<file path="src/rtl/eco32_core_fpu_wbq.sv">
// FPU write-back queue: first-word-fall-through FIFO between the FPU pipeline and the
// shared register-file write port, with occupancy, issue-stall and sticky overflow reporting.
module eco32_core_fpu_wbq #(
  parameter int unsigned DEPTH_LOG2   = 3,
  parameter int unsigned STALL_MARGIN = 3
) (
  input  logic                  clk,
  input  logic                  rst,
  input  logic                  i_stb0,
  input  logic                  i_stb1,
  input  logic [1:0]            i_enaA,
  input  logic                  i_tagA,
  input  logic [1:0]            i_enaB,
  input  logic                  i_tagB,
  input  logic                  i_modB,
  input  logic [4:0]            i_addr,
  input  logic [31:0]           i_dataL,
  input  logic [31:0]           i_dataH,
  output logic                  wb_stb0,
  output logic                  wb_stb1,
  output logic [1:0]            wb_enaA,
  output logic                  wb_tagA,
  output logic [1:0]            wb_enaB,
  output logic                  wb_tagB,
  output logic                  wb_modB,
  output logic [4:0]            wb_addr,
  output logic [31:0]           wb_dataL,
  output logic [31:0]           wb_dataH,
  input  logic                  wb_ack,
  output logic                  o_stall,
  output logic [DEPTH_LOG2:0]   o_cnt,
  output logic                  o_ovf
);

  localparam int unsigned DEPTH = 1 << DEPTH_LOG2;
  localparam int unsigned CW    = DEPTH_LOG2 + 1;
  localparam int unsigned EW    = 78;

  localparam logic [CW-1:0] CNT_FULL  = CW'(DEPTH);
  // Stall once fewer than STALL_MARGIN+1 entries remain free.
  localparam logic [CW-1:0] STALL_THR = CW'(DEPTH - STALL_MARGIN - 1);

  logic [EW-1:0]         mem [DEPTH];
  logic [EW-1:0]         in_word;
  logic [EW-1:0]         head_word;

  logic [DEPTH_LOG2-1:0] wr_ptr_q, wr_ptr_d;
  logic [DEPTH_LOG2-1:0] rd_ptr_q, rd_ptr_d;
  logic [CW-1:0]         cnt_q, cnt_d;
  logic                  stall_q, stall_d;
  logic                  ovf_q, ovf_d;

  logic push, valid, pop, full, accept, drop;

  assign in_word = {i_stb0, i_stb1, i_enaA, i_tagA, i_enaB, i_tagB, i_modB,
                    i_addr, i_dataL, i_dataH};

  always_comb begin
    push   = i_stb0 | i_stb1;
    valid  = (cnt_q != '0);
    pop    = valid & wb_ack;
    full   = (cnt_q == CNT_FULL);
    // A pop frees the head slot in the same cycle, so a full queue still accepts.
    accept = push & (~full | pop);
    drop   = push & full & ~pop;
  end

  always_comb begin
    wr_ptr_d = wr_ptr_q;
    rd_ptr_d = rd_ptr_q;
    cnt_d    = cnt_q;
    ovf_d    = ovf_q | drop;
    if (accept) begin
      wr_ptr_d = wr_ptr_q + 1'b1;
    end
    if (pop) begin
      rd_ptr_d = rd_ptr_q + 1'b1;
    end
    if (accept && !pop) begin
      cnt_d = cnt_q + 1'b1;
    end else if (pop && !accept) begin
      cnt_d = cnt_q - 1'b1;
    end
    stall_d = (cnt_d > STALL_THR);
  end

  always_ff @(posedge clk or negedge rst) begin
    if (!rst) begin
      wr_ptr_q <= '0;
      rd_ptr_q <= '0;
      cnt_q    <= '0;
      stall_q  <= 1'b0;
      ovf_q    <= 1'b0;
    end else begin
      wr_ptr_q <= wr_ptr_d;
      rd_ptr_q <= rd_ptr_d;
      cnt_q    <= cnt_d;
      stall_q  <= stall_d;
      ovf_q    <= ovf_d;
    end
  end

  // Storage holds no reset so it can map onto LUT-RAM.
  always_ff @(posedge clk) begin
    if (accept) begin
      mem[wr_ptr_q] <= in_word;
    end
  end

  assign head_word = valid ? mem[rd_ptr_q] : '0;

  assign {wb_stb0, wb_stb1, wb_enaA, wb_tagA, wb_enaB, wb_tagB, wb_modB,
          wb_addr, wb_dataL, wb_dataH} = head_word;

  assign o_stall = stall_q;
  assign o_cnt   = cnt_q;
  assign o_ovf   = ovf_q;

endmodule

</file>
<file path="config.mk">
export PLATFORM = sky130hd
export DESIGN_NAME = eco32_core_fpu_wbq
export DESIGN_NICKNAME = d
export VERILOG_FILES = /design/src/rtl/eco32_core_fpu_wbq.sv
export SDC_FILE = /design/constraint.sdc
export NUM_CORES = 1
export LEC_CHECK = 0
export CORE_MARGIN = 3
export CORE_UTILIZATION = 40
export DETAILED_ROUTE_END_ITERATION = 8
export SLEW_MARGIN = 20
export SYNTH_ARGS = -nofsm -noshare
export SYNTH_HDL_FRONTEND = slang
export SYNTH_SLANG_ARGS = --single-unit
</file>
<file path="constraint.sdc">
create_clock -name clk -period 9.51 [get_ports clk]
set_input_delay 1.902 -clock clk [delete_from_list [all_inputs] [get_ports clk]]
set_output_delay 1.902 -clock clk [all_outputs]
set_load 0.02 [all_outputs]
</file>
Word level (Yosys, flattened, before mapping) --
Memory sizes are Yosys's and may differ from the RTL's. Cells that the tools add are included.
Word-level totals: register bits after elaboration 12, latch bits 0, bits in writable memories 624, bits in read-only memories 0, bits of input ports 81, word-level logic and storage cells 31, memories kept 1
Memories:
- mem | depth 8, width 78, rd ports 1, clocked after Yosys merged registers in 0, wr ports 1, line 43 | logic [EW-1:0] mem [DEPTH];
Operators by class: add/subtract/negate cells 4, multiply operators 0, divide/modulo/power cells 0, $lt $le $gt $ge 1, equality and inequality tests 1, shift-type cells 0, mux-type cells 5, bitwise gates (word level) 9, reduce and logical (&&, ||, !) cells 5
Operators by type and width (number):
- 78-bit two-way mux | 1
- 4-bit two-way mux | 2
- 3-bit by 1-bit adder with 3-bit output, second input constant | 2
- 4-bit by 1-bit adder with 4-bit output, second input constant | 1
- 1-bit bitwise AND | 4
- 4-bit == test, second input constant | 1
- 4-bit by 3-bit greater-than comparator with 1-bit output, second input constant | 1
- 4-bit nonzero test | 1
- 4-bit by 1-bit subtractor with 4-bit output, second input constant | 1
- 1-bit OR | 3
- 1-bit logical AND | 2
- 1-bit logical NOT | 2
- 1-bit two-way mux | 2
- 1-bit NOT | 2

Longest topological paths before layout --
depth after elaboration 9, mapped depth 8, gate-level depth less buffers 7

Worst setup path after synthesis --
No wires, ideal clock.
path type input to register, start point in i_stb1, end point mem mem[0][0] (enable), library setup time 0.610 ns, arrival time 7.698 ns, required time 8.900 ns, path slack 1.203 ns, cell stages on the path 3, buffers on the path 0, cell sequence nor2_1 > or3_1 > nor3_1
Between the ends: word-level cells in the longest chain between the ends 4
Ends and longest elaborated chain:
- start, declared | line 10 | input logic i_stb1,
- 1-bit OR | line 59 | push = i_stb0 | i_stb1;
- 1-bit bitwise AND | line 64 | accept = push & (~full | pop);
- 1-bit two-way mux | line 105 | if (accept) begin
- 1-bit two-way mux (implied by the code) | line 106 | mem[wr_ptr_q] <= in_word;
- end, declared | line 43
No other way between the ends.

Worst setup path in the final report --
start point reg rd_ptr_q[1], end point out wb_enaB[0]
Between the ends: word-level cells in the longest chain between the ends 2
Ends and longest elaborated chain:
- start, declared | line 48 | logic [DEPTH_LOG2-1:0] rd_ptr_q, rd_ptr_d;
- start signal, assigned | line 96 | rd_ptr_q <= rd_ptr_d;
- memory 8 x 78 bit
- 78-bit two-way mux | line 110 | assign head_word = valid ? mem[rd_ptr_q] : '0;
- end, declared | line 23 | output logic [1:0] wb_enaB,
No other way between the ends.

==> qor.yml <==
job:
  cap_violations: 0
clock_network:
  root_buffer: "clkbuf_16"
  clock_latency_ps: 580
  cts_tree: "built"
  clk_pin_slew_ps: 60
  htreeDepth: 3
  cts_resized: 0
  cts.path.max_buffers: 3
  cts-buffers-inserted: 66
  ctsHoldBuffers: 0
  clock-sinks: 636
  post_cts_buffers: 0
grt:
  grt_antenna_before_repair: 12
  grt_pass1_vias: 11900
  grt_pass1_wl_microns: 76900
  overflow: 0
  grt_max_degree: 93
  grt_util_all_layers_pct: 16.2
worst_setup_path:
  r2r-start: "o_cnt[1]"
  crit_path_end_kind: "output port"
  cp.arrival_ps: 4040
  crit_path_start: "rd_ptr_q[1]"
  path_max_fanout: 68
  path_class: "flop to output port"
  startpoint_type: "flop"
  required_ps: 7610
place:
  io_buffer_count: 164
  dp.cells: 1976
  place_hpwl_microns: 27500
  dpl-instance-area_sq_um: 26900
  gp_congestion: 0.718
floorplan:
  die_h_microns: 253
  die_w_microns: 253
  dieArea_sq_um: 63900
  rows: 89
  coreArea_sq_um: 59700
  initial_core_util_pct: 40.8
  io_pins: 165
yosys:
  synth_common_cells: "624 x edfxtp_1, 156 x mux4_2, 88 x nor2_1"
  avgSynthCellArea_sq_um: 22.7
  syn_inst: 1073
  ys_seq_elements: 636
  syn_nets: 1158
  yosysTopAreaCell: "edfxtp_1"
  yosysTopAreaCellShare_pct: 76.9
  ys_seq_area_share_pct: 78.2
  synth_warnings: 0
  synth_edf_count: 624
  ys_types: 39
  synth_most_common_cell: "edfxtp_1"
  synthArstFlopShare_pct: 1.89
  ys.flop_type: "edfxtp_1"
  synth_area_sq_um: 24400
  synth_area_leaders: "edfxtp_1 77%, mux4_2 14%, mux2i_1 3.2%"
timing:
  slew_viol_final: 0
  rsz0062_at_grt: "false"
  worstMarginPinSlew_ps: 1110
  slew_headroom_pct: 25.9
  setup-violations-final: 0
  report.final.hold_viol_count: 0
  max_clock_freq_ghz: 0.168
  fin_crit_sh_pct: 62.5
  skew_ps: 15.3
  setup_tns_ps: 0
  period_needed_ps: 5940
route:
  wl_per_cell_microns: 24.2
  routed_via_density: 5.34
  drtPass1Iterations: 6
  via_count: 11200
  wl_microns: 50700
  drt_iter0_drc: 1061
  ant_nets: 0
  drc: 0
final_layout:
  final-seq-area_sq_um: 19000
  finalNetCount: 1357
  fin_cells: 2096
  nFillCells: 4888
  drive_above_1_share_pct: 21.2
  syn_to_final_growth_pct: 18.9
  final_area_sq_um: 29000
  multi_input_area_sq_um: 5090
pwr:
  clkPwrFrac_pct: 24.1
  switching_share_pct: 32.2
  comb_power_share_pct: 35.6
  p_leak_uw: 0.00935
  switchingPower_uw: 3200
  power_frac_seq_pct: 40.3
  intPower_uw: 6740
  power.density_nw_per_um2: 343
  vdd_drop_max_uv: 168
status:
  status: "complete, no violations"
hold_path:
  hold_path.class: "flop to flop"
  min-delay-start: "o_ovf"
## final cells by class
cell class / count / share of cell area (%)
tap: 773 / 3.34
antenna: 3 / 0.0259
inverter: 3 / 0.0389
clock buffer: 84 / 6.16
timing repair buffer: 187 / 6.38
clock inverter: 32 / 0.709
multi-input combinational: 378 / 17.6
sequential: 636 / 65.8
## kinds of logic (layout without fill, tap and decap cells)
group | Yosys count | count (layout) | synth area share [%]
simple gates | 111 | 111 | 1.88
compound gates | 22 | 22 | 0.647
other cells | 0 | 3 | 0
fa+ha+maj | 5 | 5 | 0.252
buf+inv | 59 | 306 | 1.20
xor+xnor | 4 | 4 | 0.144
flops | 636 | 636 | 78.2
mux | 236 | 236 | 17.7
## path summary, 6_finish.rpt
path                               end  slack [ps]  cells past startpoint
max in group asynchronous  rd_ptr_q[0]        7370                      1
hold reg to reg                  o_ovf         470                      1
hold / removal                   o_ovf         470                      1
setup / recovery            wb_enaB[0]        3570                      5
setup reg to reg            mem[2][11]        5640                      8
min in group asynchronous  rd_ptr_q[1]        1700                      1
## flip-flops by register name, indices dropped and copies added (netlist names)
register,flops
mem,624
o_cnt,4
o_stall,1
rd_ptr_q,3
wr_ptr_q,3
o_ovf,1
## power by group through the flow
stage               Sequential, uW  Combinational (uW)  Clock [uW]
finish                        4000                3540        2390
CTS                           4010                3630        2460
floorplan                     3960                2310           0
global placement              4040                3610           0
detailed placement            4070                3620           0
global route                  4060                3810        2560
## routing by layer
metal  wire [microns]  GRT usage (%)  vias to the layer above
li1                 -              -                     4883
met1            22500           22.7                     5958
met2            24500           25.5                      257
met3             2670           3.79                       82
met4              880           4.68                       18
met5              118              0                        -
## per-stage QoR
stage	power [uW]	utilization (%)	setup WS, ps	hold slack (ps)
2_1_floorplan	6260	-	1200	517
3_5_place_dp	7690	45.1	3980	464
5_1_grt	10400	48.5	3290	487
4_1_cts	10100	48.5	3390	482
6_report	9930	48.5	3570	471
3_3_place_gp	7660	45.1	4020	464
## cell usage in the layout (no fill, tap or decap), types with 3 or more instances in the layout
master,netlist,final
nor2_4,0,7
dfrtp_1,12,9
edfxtp_1,624,624
clkinv_2,0,9
inv_1,3,3
xnor2_1,3,3
clkinv_1,0,16
nor2_1,88,82
a21oi_1,3,3
nor3_1,5,3
clkbuf_1,16,15
mux4_2,156,156
a21o_1,3,3
nand2_1,6,6
ha_1,4,4
clkbuf_16,0,69
clkdlybuf4s50_1,0,164
diode_2,0,3
o21ai_0,5,5
clkinvlp_4,0,3
buf_4,14,21
dfrtp_4,0,3
nand2b_1,3,3
mux2i_1,78,78
## worst max-delay path: stages (launching register included)
cell and delay (ps):
dfrtp_4 1100, buf_4 910, mux4_2 380, mux2i_1 80, nor2_1 290, clkdlybuf4s50_1 670
Power figures use the tool's default switching activity.
